### config.mk
export PLATFORM = sky130hd
export DESIGN_NAME = config_regbank_flat
export DESIGN_NICKNAME = d
export VERILOG_FILES = /design/src/rtl/config_regbank_pkg.sv /design/src/rtl/config_regbank_if.sv /design/src/rtl/config_regbank_cell.sv /design/src/rtl/config_regbank.sv /design/src/flat_wrapper.sv
export SDC_FILE = /design/constraint.sdc
export NUM_CORES = 1
export LEC_CHECK = 0
export ABC_AREA = 0
export CAP_MARGIN = 20
export CORE_AREA = 2 2 636 638
export CTS_BUF_LIST = sky130_fd_sc_hd__clkbuf_16
export DETAILED_ROUTE_END_ITERATION = 12
export DIE_AREA = 0 0 638 640
export SYNTH_ARGS = -nofsm -noshare
export SYNTH_HDL_FRONTEND = slang
export SYNTH_SLANG_ARGS = --single-unit
### constraint.sdc
create_clock -name clk -period 24.6 [get_ports clk]
set_input_delay 7.38 -clock clk [delete_from_list [all_inputs] [get_ports clk]]
set_output_delay 7.38 -clock clk [all_outputs]
set_load 0.02 [all_outputs]
### src/rtl/config_regbank_pkg.sv
// config_regbank_pkg: shared definitions for the configuration/status register bank.
//   - Per-bit access-mode encoding (RW, RO, W1C) and a decoder that resolves mask precedence.
//   - reg_lsb(): locates register i inside a flat NUM_REGS*DATA_WIDTH vector, so that
//     register i is flat[reg_lsb(i, DATA_WIDTH) +: DATA_WIDTH].
package config_regbank_pkg;

  typedef enum logic [1:0] {
    AccRw  = 2'd0,
    AccRo  = 2'd1,
    AccW1c = 2'd2
  } acc_mode_e;

  // RO takes precedence over W1C when both mask bits are set.
  function automatic acc_mode_e bit_mode(input logic ro, input logic w1c);
    if (ro) begin
      return AccRo;
    end else if (w1c) begin
      return AccW1c;
    end
    return AccRw;
  endfunction

  function automatic int unsigned reg_lsb(input int unsigned idx, input int unsigned width);
    return idx * width;
  endfunction

endpackage

### src/rtl/config_regbank_if.sv
// config_regbank_if: host-side write/read bus of the register bank.
//   master: drives write requests (wr_valid/addr/data/strb) and read requests (rd_req/addr);
//           receives wr_err, rd_valid, rd_data, rd_err.
//   slave : the register bank side of the same signals.
interface config_regbank_if #(
  parameter int unsigned DATA_WIDTH = 32,
  parameter int unsigned ADDR_WIDTH = 4
);
  logic                    wr_valid;
  logic [ADDR_WIDTH-1:0]   wr_addr;
  logic [DATA_WIDTH-1:0]   wr_data;
  logic [DATA_WIDTH/8-1:0] wr_strb;
  logic                    wr_err;
  logic                    rd_req;
  logic [ADDR_WIDTH-1:0]   rd_addr;
  logic                    rd_valid;
  logic [DATA_WIDTH-1:0]   rd_data;
  logic                    rd_err;

  modport master (
    output wr_valid, wr_addr, wr_data, wr_strb, rd_req, rd_addr,
    input  wr_err, rd_valid, rd_data, rd_err
  );

  modport slave (
    input  wr_valid, wr_addr, wr_data, wr_strb, rd_req, rd_addr,
    output wr_err, rd_valid, rd_data, rd_err
  );
endinterface

### src/rtl/config_regbank_cell.sv
// config_regbank_cell: one DATA_WIDTH register with per-bit access modes.
//   clk, reset   : clock, asynchronous active-high reset (loads RESET_VALUE)
//   sw_we_i      : software write addressed to this register
//   wr_data_i    : software write data;  wr_strb_i: byte-lane enables
//   hw_set_i     : per-bit set pulses (W1C bits only)
//   hw_we_i      : hardware update enable; hw_wdata_i: update data (RO bits only)
//   q_o          : current register contents
module config_regbank_cell
  import config_regbank_pkg::*;
#(
  parameter int unsigned           DATA_WIDTH  = 32,
  parameter logic [DATA_WIDTH-1:0] RESET_VALUE = '0,
  parameter logic [DATA_WIDTH-1:0] RO_MASK     = '0,
  parameter logic [DATA_WIDTH-1:0] W1C_MASK    = '0
) (
  input  logic                    clk,
  input  logic                    reset,
  input  logic                    sw_we_i,
  input  logic [DATA_WIDTH-1:0]   wr_data_i,
  input  logic [DATA_WIDTH/8-1:0] wr_strb_i,
  input  logic [DATA_WIDTH-1:0]   hw_set_i,
  input  logic                    hw_we_i,
  input  logic [DATA_WIDTH-1:0]   hw_wdata_i,
  output logic [DATA_WIDTH-1:0]   q_o
);

  logic [DATA_WIDTH-1:0] q_q, q_d;

  always_comb begin
    q_d = q_q;
    for (int unsigned b = 0; b < DATA_WIDTH; b++) begin
      case (bit_mode(RO_MASK[b], W1C_MASK[b]))
        AccRw: begin
          if (sw_we_i && wr_strb_i[b/8]) q_d[b] = wr_data_i[b];
        end
        AccW1c: begin
          if (sw_we_i && wr_strb_i[b/8] && wr_data_i[b]) q_d[b] = 1'b0;
          // Set is applied after the clear so a coincident event is never lost.
          if (hw_set_i[b]) q_d[b] = 1'b1;
        end
        AccRo: begin
          if (hw_we_i) q_d[b] = hw_wdata_i[b];
        end
        default: q_d[b] = q_q[b];
      endcase
    end
  end

  always_ff @(posedge clk or posedge reset) begin
    if (reset) begin
      q_q <= RESET_VALUE;
    end else begin
      q_q <= q_d;
    end
  end

  assign q_o = q_q;

endmodule

### src/rtl/config_regbank.sv
// config_regbank: configuration/status register bank.
//   clk, reset   : clock, asynchronous active-high reset
//   bus          : host write/read bus (slave side), 1-cycle read latency, wr_err/rd_err flags
//   hw_set_i     : flat per-bit set pulses for W1C bits
//   hw_we_i      : per-register hardware update enable for RO bits; hw_wdata_i: update data
//   mem_expose_o : flat view of every register (register i at [i*DATA_WIDTH +: DATA_WIDTH])
//   irq_o        : registered level interrupt, |(reg[IRQ_REG] & reg[IRQ_EN_REG])
module config_regbank
  import config_regbank_pkg::*;
#(
  parameter int unsigned                     DATA_WIDTH  = 32,
  parameter int unsigned                     ADDR_WIDTH  = 4,
  parameter int unsigned                     NUM_REGS    = 16,
  parameter logic [NUM_REGS*DATA_WIDTH-1:0]  RESET_VALUE = '0,
  parameter logic [NUM_REGS*DATA_WIDTH-1:0]  RO_MASK     = '0,
  parameter logic [NUM_REGS*DATA_WIDTH-1:0]  W1C_MASK    = '0,
  parameter int unsigned                     IRQ_REG     = 0,
  parameter int unsigned                     IRQ_EN_REG  = 1
) (
  input  logic                           clk,
  input  logic                           reset,
  config_regbank_if.slave                bus,
  input  logic [NUM_REGS*DATA_WIDTH-1:0] hw_set_i,
  input  logic [NUM_REGS-1:0]            hw_we_i,
  input  logic [NUM_REGS*DATA_WIDTH-1:0] hw_wdata_i,
  output logic [NUM_REGS*DATA_WIDTH-1:0] mem_expose_o,
  output logic                           irq_o
);

  logic [DATA_WIDTH-1:0] reg_val [NUM_REGS];
  logic                  wr_in_range, rd_in_range;
  logic [DATA_WIDTH-1:0] rd_mux;

  logic                  rd_valid_q, rd_valid_d;
  logic                  rd_err_q, rd_err_d;
  logic [DATA_WIDTH-1:0] rd_data_q, rd_data_d;
  logic                  wr_err_q, wr_err_d;
  logic                  irq_q, irq_d;

  assign wr_in_range = 32'(bus.wr_addr) < NUM_REGS;
  assign rd_in_range = 32'(bus.rd_addr) < NUM_REGS;

  for (genvar i = 0; i < NUM_REGS; i++) begin : g_reg
    localparam int unsigned Lsb = reg_lsb(i, DATA_WIDTH);

    config_regbank_cell #(
      .DATA_WIDTH  (DATA_WIDTH),
      .RESET_VALUE (RESET_VALUE[Lsb +: DATA_WIDTH]),
      .RO_MASK     (RO_MASK[Lsb +: DATA_WIDTH]),
      .W1C_MASK    (W1C_MASK[Lsb +: DATA_WIDTH])
    ) u_cell (
      .clk        (clk),
      .reset      (reset),
      .sw_we_i    (bus.wr_valid && (bus.wr_addr == ADDR_WIDTH'(i))),
      .wr_data_i  (bus.wr_data),
      .wr_strb_i  (bus.wr_strb),
      .hw_set_i   (hw_set_i[Lsb +: DATA_WIDTH]),
      .hw_we_i    (hw_we_i[i]),
      .hw_wdata_i (hw_wdata_i[Lsb +: DATA_WIDTH]),
      .q_o        (reg_val[i])
    );

    assign mem_expose_o[Lsb +: DATA_WIDTH] = reg_val[i];
  end

  // Reads see the registered (pre-write) value of a same-cycle write.
  always_comb begin
    rd_mux = '0;
    for (int i = 0; i < NUM_REGS; i++) begin
      if (bus.rd_addr == ADDR_WIDTH'(i)) rd_mux = reg_val[i];
    end
  end

  always_comb begin
    rd_valid_d = bus.rd_req;
    rd_err_d   = bus.rd_req && !rd_in_range;
    rd_data_d  = (bus.rd_req && rd_in_range) ? rd_mux : '0;
    // A zero-strobe write is a null transaction and never flags an error.
    wr_err_d   = bus.wr_valid && (|bus.wr_strb) && !wr_in_range;
    irq_d      = |(reg_val[IRQ_REG] & reg_val[IRQ_EN_REG]);
  end

  always_ff @(posedge clk or posedge reset) begin
    if (reset) begin
      rd_valid_q <= 1'b0;
      rd_err_q   <= 1'b0;
      rd_data_q  <= '0;
      wr_err_q   <= 1'b0;
      irq_q      <= 1'b0;
    end else begin
      rd_valid_q <= rd_valid_d;
      rd_err_q   <= rd_err_d;
      rd_data_q  <= rd_data_d;
      wr_err_q   <= wr_err_d;
      irq_q      <= irq_d;
    end
  end

  assign bus.rd_valid = rd_valid_q;
  assign bus.rd_err   = rd_err_q;
  assign bus.rd_data  = rd_data_q;
  assign bus.wr_err   = wr_err_q;
  assign irq_o        = irq_q;

endmodule
### src/flat_wrapper.sv
// flat-port wrapper written by rule: the top's interface ports become plain ports
module config_regbank_flat import config_regbank_pkg::*;
#(
  parameter int unsigned                     DATA_WIDTH  = 32,
  parameter int unsigned                     ADDR_WIDTH  = 4,
  parameter int unsigned                     NUM_REGS    = 16,
  parameter logic [NUM_REGS*DATA_WIDTH-1:0]  RESET_VALUE = '0,
  parameter logic [NUM_REGS*DATA_WIDTH-1:0]  RO_MASK     = '0,
  parameter logic [NUM_REGS*DATA_WIDTH-1:0]  W1C_MASK    = '0,
  parameter int unsigned                     IRQ_REG     = 0,
  parameter int unsigned                     IRQ_EN_REG  = 1
)
  (clk, reset, hw_set_i, hw_we_i, hw_wdata_i, mem_expose_o, irq_o, bus_wr_valid, bus_wr_addr, bus_wr_data, bus_wr_strb, bus_rd_req, bus_rd_addr, bus_wr_err, bus_rd_valid, bus_rd_data, bus_rd_err);
  config_regbank_if #(.DATA_WIDTH(DATA_WIDTH), .ADDR_WIDTH(ADDR_WIDTH)) bus_i ();
  input  logic clk;
  input  logic reset;
  input  logic [NUM_REGS*DATA_WIDTH-1:0] hw_set_i;
  input  logic [NUM_REGS-1:0] hw_we_i;
  input  logic [NUM_REGS*DATA_WIDTH-1:0] hw_wdata_i;
  output logic [NUM_REGS*DATA_WIDTH-1:0] mem_expose_o;
  output logic irq_o;
  input wire logic [$bits(bus_i.wr_valid)-1:0] bus_wr_valid;
  input wire logic [$bits(bus_i.wr_addr)-1:0] bus_wr_addr;
  input wire logic [$bits(bus_i.wr_data)-1:0] bus_wr_data;
  input wire logic [$bits(bus_i.wr_strb)-1:0] bus_wr_strb;
  input wire logic [$bits(bus_i.rd_req)-1:0] bus_rd_req;
  input wire logic [$bits(bus_i.rd_addr)-1:0] bus_rd_addr;
  output wire logic [$bits(bus_i.wr_err)-1:0] bus_wr_err;
  output wire logic [$bits(bus_i.rd_valid)-1:0] bus_rd_valid;
  output wire logic [$bits(bus_i.rd_data)-1:0] bus_rd_data;
  output wire logic [$bits(bus_i.rd_err)-1:0] bus_rd_err;
  assign bus_i.wr_valid = bus_wr_valid;
  assign bus_i.wr_addr = bus_wr_addr;
  assign bus_i.wr_data = bus_wr_data;
  assign bus_i.wr_strb = bus_wr_strb;
  assign bus_i.rd_req = bus_rd_req;
  assign bus_i.rd_addr = bus_rd_addr;
  assign bus_wr_err = bus_i.wr_err;
  assign bus_rd_valid = bus_i.rd_valid;
  assign bus_rd_data = bus_i.rd_data;
  assign bus_rd_err = bus_i.rd_err;
  config_regbank #(.DATA_WIDTH(DATA_WIDTH), .ADDR_WIDTH(ADDR_WIDTH), .NUM_REGS(NUM_REGS), .RESET_VALUE(RESET_VALUE), .RO_MASK(RO_MASK), .W1C_MASK(W1C_MASK), .IRQ_REG(IRQ_REG), .IRQ_EN_REG(IRQ_EN_REG)) u_core (.clk(clk), .reset(reset), .bus(bus_i), .hw_set_i(hw_set_i), .hw_we_i(hw_we_i), .hw_wdata_i(hw_wdata_i), .mem_expose_o(mem_expose_o), .irq_o(irq_o));
endmodule
## After elaboration in Yosys (flattened, before gate mapping)

Cells that the tools add are included.

- Register bits after elaboration: 546
- Logic and storage cells: 198
- Input port bits: 1088

- Bitwise gates (word level): 1
- Muxes and demuxes: 17
- Reduce and logical (&&, ||, !) cells: 83
- Equal/unequal tests: 30

Operators by type and width:

| operator | count |
|---|---|
| 32-bit 2-to-1 mux | 17 |
| 1-bit logical AND | 80 |
| 4-bit == test, second input constant | 16 |
| 32-bit AND | 1 |
| 4-bit by 3-bit == test with 1-bit output, second input constant | 8 |
| 32-bit OR reduction | 1 |
| 4-bit by 2-bit == test with 1-bit output, second input constant | 4 |
| 4-bit by 1-bit == test with 1-bit output, second input constant | 2 |
| 4-bit logical NOT | 2 |

## Depth between registers and ports, before layout

Gate-level depths: netlist of run 1.

- Depth in word-level cells: 18
- Gate-level depth with buffers: 9
- Depth with buffers taken out: 5

## By module

A second synthesis of run 1 with hierarchy kept.

- Cells, all modules: 2023
- Area, all modules: 25829.8 µm²

By module, submodules not included:

| module | cells an instance | instances | area an instance (µm²) |
|---|---|---|---|
| config_regbank_cell | 69 | 16 | 1189.9 |
| config_regbank | 919 | 1 | 6791.5 |

## Worst setup path before layout of run 1

OpenSTA, ideal clock, no wires.

- Path kind: input to register
- From: input bus_rd_addr[2]
- To: register u_core.rd_data_q[28], in the netlist u_core.bus.rd_data[28]
- Data required time: 24.446 ns
- Cell stages on the path: 7
- Path slack: 15.801 ns
- Path buffers: 3
- Setup time: 0.154 ns
- Data arrival time: 8.645 ns
- Cell sequence: buf_2 buf_4 buf_2 o21a_1 a31o_2 o311ai_0 o311ai_0

- Cells in the longest elaborated chain, start to end: 18
- Elaborated cells on any way between the ends: 33
- Those cells by class: eq/ne (15); mux (17); reduce/logical (1)

RTL lines:

| element | RTL line | RTL |
|---|---|---|
| from (decl) | flat_wrapper.sv:27 | `input wire logic [$bits(bus_i.rd_addr)-1:0] bus_rd_addr;` |
| 4-bit logical NOT | config_regbank.sv:70 | `if (bus.rd_addr == ADDR_WIDTH'(i)) rd_mux = reg_val[i];` |
| 32-bit 2-to-1 mux (15 in a row) | config_regbank.sv:70 |  |
| 32-bit 2-to-1 mux (*) | config_regbank.sv:70 |  |
| 32-bit 2-to-1 mux (*) | config_regbank.sv:77 | `rd_data_d = (bus.rd_req && rd_in_range) ? rd_mux : '0;` |
| via u_core.rd_data_d[28] | config_regbank.sv:36 | `logic [DATA_WIDTH-1:0] rd_data_q, rd_data_d;` |
| to (signal assigned) | config_regbank.sv:93 | `rd_data_q <= rd_data_d;` |
| to (decl) | config_regbank.sv:36 |  |

Mark *: on every way through the listed nets, which the timed path passes. The rest lies on a longest branch.
A chain may end at the register's enable or synchronous reset.

## Worst setup path after layout of run 1

- From: input bus_rd_addr[2]
- To: register u_core.rd_data_q[10], in the netlist u_core.bus.rd_data[10]

Same word-level chain as after synthesis.

==> results of run 1 <==
## flip-flops by register name (all words and copies together), names as in the netlist
name and count:
u_core.bus.rd_data 32, u_core.g.u_cell.q_o 512, u_core.bus.rd_valid 1, u_core.irq_o 1
## metrics by stage
step | cell area, sq um | hold WS, ns | instances
4_1_cts | 40100 | 0.522 | 7969
2_1_floorplan | 25100 | 0.628 | 2000
3_5_place_dp | 37900 | 0.504 | 7843
5_1_grt | 40200 | 0.548 | 7972
6_report | 40200 | 0.518 | 7985
3_3_place_gp | 37800 | 0.495 | 7840
## report_power, final
group / switching [mW] / internal [mW]
logic: 0.665 / 0.467
registers: 0.211 / 1.07
clock network: 0.475 / 0.570
## Yosys cell counts (all sizes together) (4+ instances only)
cell / n
mux2: 536
inv: 7
and3: 5
nor2b: 12
a31oi: 15
a211oi: 8
o221ai: 10
a21o: 4
nor3b: 5
o21a: 10
buf: 63
a221oi: 17
nand3b: 4
a21oi: 96
nor2: 74
o22a: 6
a221o: 4
and2: 4
dfrtp: 546
o211ai: 11
o21ai: 108
a32oi: 5
clkbuf: 68
o22ai: 37
nand2: 126
o2bb2ai: 8
nand4: 9
nor4: 4
mux4: 12
nand3: 19
a22oi: 51
nand2b: 9
mux2i: 44
nor3: 19
## area by class of cell
cell class	count	area, sq um	area share (%)
Inverter	8	37.5	0.0933
Sequential cell	546	13700	34.0
Clock inverter	58	557	1.38
Multi-Input combinational cell	1315	10900	27.2
Antenna cell	14	35.0	0.0871
Timing Repair Buffer	689	6680	16.6
Tap cell	5287	6620	16.4
Clock buffer	68	1700	4.23
## cell families (layout without fill, tap and decap cells)
group / after synthesis / after routing / share of synthesized area (%)
compound gates: 422 / 422 / 10.8
flops: 546 / 546 / 54.4
other cells: 1 / 16 / 0.0149
mux: 592 / 592 / 26.8
buf+inv: 139 / 823 / 2.58
simple gates: 299 / 299 / 5.42
## per-layer routing
metal	part of all wire [%]	up-vias	GRT usage (%)
met1	36	11695	11.3
met5	0.052	-	0
li1	-	8750	-
met3	10	368	3.77
met2	48	1392	17.2
met4	5.0	16	4.47
## worst paths after layout
check	startpoint	end	slack, ns
worst max register to register	u_core.g_reg[1].u_cell.q_o[10]	u_core.bus.rd_data[10]	21.40
min in group asynchronous	reset	u_core.g_reg[12].u_cell.q_o[30]	7.17
worst min register to register	u_core.g_reg[5].u_cell.q_o[18]	u_core.g_reg[5].u_cell.q_o[18]	0.52
worst max-delay path	bus_rd_addr[2]	u_core.bus.rd_data[10]	13.74
worst min-delay path	u_core.g_reg[5].u_cell.q_o[18]	u_core.g_reg[5].u_cell.q_o[18]	0.52
max in group asynchronous	reset	u_core.g_reg[6].u_cell.q_o[18]	14.23
==> results.md, run 1 <==
- GPL Wtd Cong: 0.848
- Total CTS buffers: 68
- Share of cells above drive strength 1: between 20% and 30%
- CTS tree: yes
- H-tree Lvls: 3
- Hold buffer count at cts: 0
- FF+latch count, synth: 546
- Crit path depth: 10
- EDFF count, synth: 0
- Fmax: about 0.092 GHz
- RSZ-0062 raised after global routing: no
- Ys flop type: dfrtp_1
- Worst slew margin: 23.2%
- Antenna-violating nets left: 0
- Final worst-path setup slack: approximately 14 ns
- Worst skew pair latency: slightly above 0.7 ns
- Global-route wire length before repair: about 260,000 microns
- Synthesized instance count: 1,999
- Most common cell after layout, fill and taps aside: clkdlybuf4s50_1
- DRT Pass-1 Iters: 6
- Starting Density: under 10%
- GRT Residual Overflow: 0
- Crit-path leading delay family: buffers and inverters
- Critical Path Max Stage Delay: approximately 0.65 ns
- Hold Vio Cnt, Final: 0
- Crit. End Element: flip-flop
- Type of origin of the critical path: input port
- Commonest non-fill, non-tap cells in the layout: clkdlybuf4s50_1, dfrtp_1, mux2_2
- Area Overhead vs Synth: 60.0%
- Syn_area_per_cell: between 10 and 15 sq um
- Final wirelength: ~210,000 microns
- Max-Cap Viols: 0
- Crit Path Category: input port to flip-flop
- PostCTS Resize Cnt: 0
- Most common cell on crit path: buf_4
- Final core occ: 10.0%
- WP data required: about 25 ns
- Number of setup buffers added after CTS: 0
- DR iter-0 viols: roughly 2,600
- Leak: approximately 15 nW
- Area of the core: 401,000 sq um
- CTS Sinks: 546
- CP Buf/Inv Count: 6
- Hold depth: 1
- # DRC: 0
- I/O pin count: around 1,600
- Max FO, Critical Path: 37
- Root Driver: clkbuf_16
- Synth area leaders: dfrtp_1, mux2_2, o21ai_0
- Final worst path period need: roughly 11 ns
- GRT Util Overall: just over 10%
- CTS max path bufs: 3
- Setup violators final: 0
- YS warnings: 0
- Post-DP HPWL: between 150,000 and 200,000 microns
- Vias in the first global route: roughly 22,000
- Unique masters post-synth: 65
- Fin nets: ~3,700
- Seq/Total Area, Yosys: a little over half
- Status: finished, final reports clean
- CTS clk-pin slew, worst paths: about 0.06 ns
- Worst EP arrival: approximately 11 ns
- Largest net degree at the start of global routing: 88
- FP Rows: 233
- Worst slack at placement: approximately 13 ns
- Clock skew: roughly 0.067 ns
- Via density per instance: between 2 and 3
- Setup TNS: 0 ns
- Worst reg2reg path depth: 5
- Synth area leader: dfrtp_1
- Worst VDD drop: between 0.06 and 0.07 mV
- Slowest CP cell: buf_4
- Final cycle utilization of the critical path: approximately 44%
- Top-area cell type share of the netlist area: between 50% and 60%
- Die area: 408,000 sq um
- Overall Power: approximately 3.5 mW
- IO Port Bufs: between 500 and 600
- Initial antenna violation count: 60
- Slew Viols, Final: 0
- Die height: around 640 microns
- Via Count: between 20,000 and 25,000
- Pwr Density: ~86 nW/um^2
- Fill count: 45,928
- Die X: approximately 640 microns
- Area of the mapped netlist: around 25,000 sq um
- FFs w/ async S/R, synth: 100%
- Routed length per instance: between 20 and 30 microns
- CP Cell Sequence: buf_4 > buf_4 > buf_4 > inv_2 > nand2_1 > buf_4 > nor2_2 > buf_4 > o32a_1 > o22ai_1
- Tightest Hold Check Type: flip-flop to flip-flop
- Least-Margin Pin Slew: around 1.2 ns
Note: power is estimated with default switching activity, not from simulation.
==> inputs of run 2 (changes only) <==
==> constraint.sdc (replaced) <==
create_clock -name clk -period 10.9 [get_ports clk]
set_input_delay 3.27 -clock clk [delete_from_list [all_inputs] [get_ports clk]]
set_output_delay 3.27 -clock clk [all_outputs]
set_load 0.02 [all_outputs]
==> run 2 against run 1 <==
Combinational power is 130% higher. Cell count is 0.24% lower. Via count up 0.42%. First-iteration DRC count down 1.1%. Register-to-register slack worse by 13 ns. Critical endpoint is now u_core.bus.rd_data[12]. Largest cell class unchanged. Highest routed layer unchanged.
==> results.md, run 2 (synthesized netlist as in run 1, its figures left out) <==
- Hold buffer count at cts: 0 (unchanged)
- Max-Cap Viols: 0 (unchanged)
- Leak: 14.9 nW (was 15.0 nW)
- Hold Vio Cnt, Final: 0 (unchanged)
- Area Overhead vs Synth: 59.8% (was 60.0%)
- Worst EP arrival: 6.64 ns (was 11.37 ns)
- Hold Path End: u_core.g_reg[5].u_cell.q_o[16] (was u_core.g_reg[5].u_cell.q_o[18])
- Initial antenna violation count: 60 (unchanged)
- Pint: 4.79 mW (was 2.10 mW)
- CTS Sinks: 546 (unchanged)
- Most common cell on crit path: buf_4 (unchanged)
- Vias in the first global route: 21,629 (was 21,680)
- PostCTS Resize Cnt: 0 (unchanged)
- Share of cells above drive strength 1: 27.8% (was 28.2%)
- Worst reg2reg path depth: 5 (unchanged)
- Max FFs per register: 512 (unchanged)
- Slowest CP cell: and2_2 (was buf_4)
- Clock power share: 30.5% (was 30.3%)
- Net Sw Power: 3.06 mW (was 1.35 mW)
- Number of setup buffers added after CTS: 0 (unchanged)
- Flop pwr share: 36.8% (was 37.0%)
- Tightest Hold Check Type: flip-flop to flip-flop (unchanged)
- Worst VDD drop: 0.118 mV (was 0.0641 mV)
- Area of the core: 401,000 sq um (unchanged)
- Final worst path period need: 6.22 ns
- CTS max path bufs: 3 (unchanged)
- Global-route wire length before repair: 267,000 microns (was 264,000 microns)
- Placed cell area: 37,800 sq um (was 37,900 sq um)
- CP Cell Sequence: buf_4 > and2_2 > nand2_2 > buf_4 > o21ai_0 > a221oi_1 (was buf_4 > buf_4 > buf_4 > inv_2 > nand2_1 > buf_4 > nor2_2 > buf_4 > o32a_1 > o22ai_1)
- Clock skew: 0.109 ns (was 0.0666 ns)
- Die height: 640 microns (unchanged)
- Final cycle utilization of the critical path: 57.1%
- FP Rows: 233 (unchanged)
- CTS clk-pin slew, worst paths: 0.06 ns (about the same)
- CTS tree: yes (unchanged)
- RSZ-0062 raised after global routing: no (unchanged)
- Crit Path Category: input port to flip-flop (unchanged)
- Logic pwr share: 32.7% (about the same)
- Largest net degree at the start of global routing: 163 (was 88)
- Antenna-violating nets left: 0 (unchanged)
- DRT Pass-1 Iters: 6 (unchanged)
- Critical Path Max Stage Delay: 0.92 ns (was 0.65 ns)
- Most common cell after layout, fill and taps aside: clkdlybuf4s50_1 (unchanged)
- # DRC: 0 (unchanged)
- GRT Util Overall: 10.2% (was 10.1%)
- Total CTS buffers: 68 (unchanged)
- Reg2reg start: u_core.g_reg[0].u_cell.q_o[8] (was u_core.g_reg[1].u_cell.q_o[10])
- Die X: 638 microns (unchanged)
- Final core occ: 10.0% (about the same)
- Critical Path Start: bus_rd_addr[2] (unchanged)
- Fmax: between 0.15 and 0.2 GHz
- RR Endpoint: u_core.bus.rd_data[8] (was u_core.bus.rd_data[10])
- Slew Viols, Final: 0 (unchanged)
- Root Driver: clkbuf_16 (unchanged)
- H-tree Lvls: 3 (unchanged)
- Max FO, Critical Path: 36 (was 37)
- Die area: 408,000 sq um (unchanged)
- Type of origin of the critical path: input port (unchanged)
- Setup violators final: 0 (unchanged)
- Post-route insts no fill: 7,966 (was 7,985)
- Starting Density: 6.26% (unchanged)
- IO Port Bufs: 593 (unchanged)
- Hold wc startpoint: u_core.g_reg[5].u_cell.q_o[16] (was u_core.g_reg[5].u_cell.q_o[18])
- Commonest non-fill, non-tap cells in the layout: clkdlybuf4s50_1, dfrtp_1, mux2_2 (unchanged)
- Least-Margin Pin Slew: 1.37 ns (was 1.15 ns)
- Via density per instance: 2.80 (was 2.78)
- Pwr Density: 195 nW/um^2 (was 85.9 nW/um^2)
- Via Count: 22,314 (was 22,221)
- Fin nets: 3,704 (was 3,716)
- Worst Hold Slack: 0.518 ns (about the same)
- Hold depth: 1 (unchanged)
- GPL Wtd Cong: 0.861 (was 0.848)
- WP data required: 11.32 ns (was 25.11 ns)
- Status: finished, final reports clean (unchanged)
- I/O pin count: 1,636 (unchanged)
- DR iter-0 viols: 2,573 (was 2,602)
- Routed length per instance: 27.2 microns (was 26.9 microns)
- # placed instances: 7,832 (was 7,843)
- Worst slew margin: 7.53% (was 23.2%)
- Setup TNS: 0 ns (unchanged)
- Post-DP HPWL: 178,000 microns (was 176,000 microns)
- Worst skew pair latency: 0.73 ns (was 0.72 ns)
- Setup slack, reg-to-reg: 8.07 ns (was 21.40 ns)
- Crit. End Element: flip-flop (unchanged)
- Final wirelength: 217,000 microns (was 215,000 microns)
- Switching share of power: 39.0% (was 39.1%)
- Finished Cell Area: 40,200 sq um (about the same)
- GRT Residual Overflow: 0 (unchanged)
- Fill count: 45,934 (was 45,928)
## run 2: worst max-delay path by stage
| stage | end | cells after the start |
|---|---|---|
| 2_1_floorplan | u_core.bus.rd_data[0] | 1 |
| 3_3_place_gp | u_core.bus.rd_data[5] | 6 |
| 3_5_place_dp | u_core.bus.rd_data[5] | 6 |
| 4_1_cts | u_core.bus.rd_data[10] | 8 |
| 5_1_grt | u_core.bus.rd_data[10] | 8 |
| 6_report | u_core.bus.rd_data[12] | 6 |
## run 2: worst max-delay path: cells and delay by family
family	cells	cell delay (ns)
compound gates	2	0.98
buf+inv	2	0.89
simple gates	2	1.40
## run 2: cell type report
type | count | area (sq um) | share of cell area, %
clock inverters | 51 | 567 | 1.41
diodes | 14 | 35.0 | 0.0872
clock buffers | 68 | 1700 | 4.24
multi-input cells | 1315 | 10900 | 27.2
flip-flops and latches | 546 | 13700 | 34.0
inverters | 8 | 33.8 | 0.0841
repair buffers | 677 | 6600 | 16.4
well taps | 5287 | 6620 | 16.5
## run 2: metrics by stage
step           power (mW)  setup WS [ns]
3_5_place_dp         5.50           3.96
2_1_floorplan        3.77          0.202
4_1_cts              7.91           4.68
3_3_place_gp         5.49           3.95
5_1_grt              8.10           4.65
6_report             7.84           4.68
## run 2: power groups by stage
stage               logic [mW]  clock network [mW]  registers, mW
finish                    2.57                2.39           2.89
global route              2.68                2.51           2.92
CTS                       2.62                2.43           2.87
detailed placement        2.60                   0           2.90
global placement          2.60                   0           2.89
floorplan                0.596                   0           3.18
## run 2: per-layer routing
metal / global-route usage (%) / vias to the layer above / part of all wire, %
met5: 0 / - / 0.032
li1: - / 8694 / -
met4: 4.47 / 10 / 5.2
met2: 17.2 / 1472 / 48
met1: 11.4 / 11775 / 36
met3: 3.95 / 363 / 11
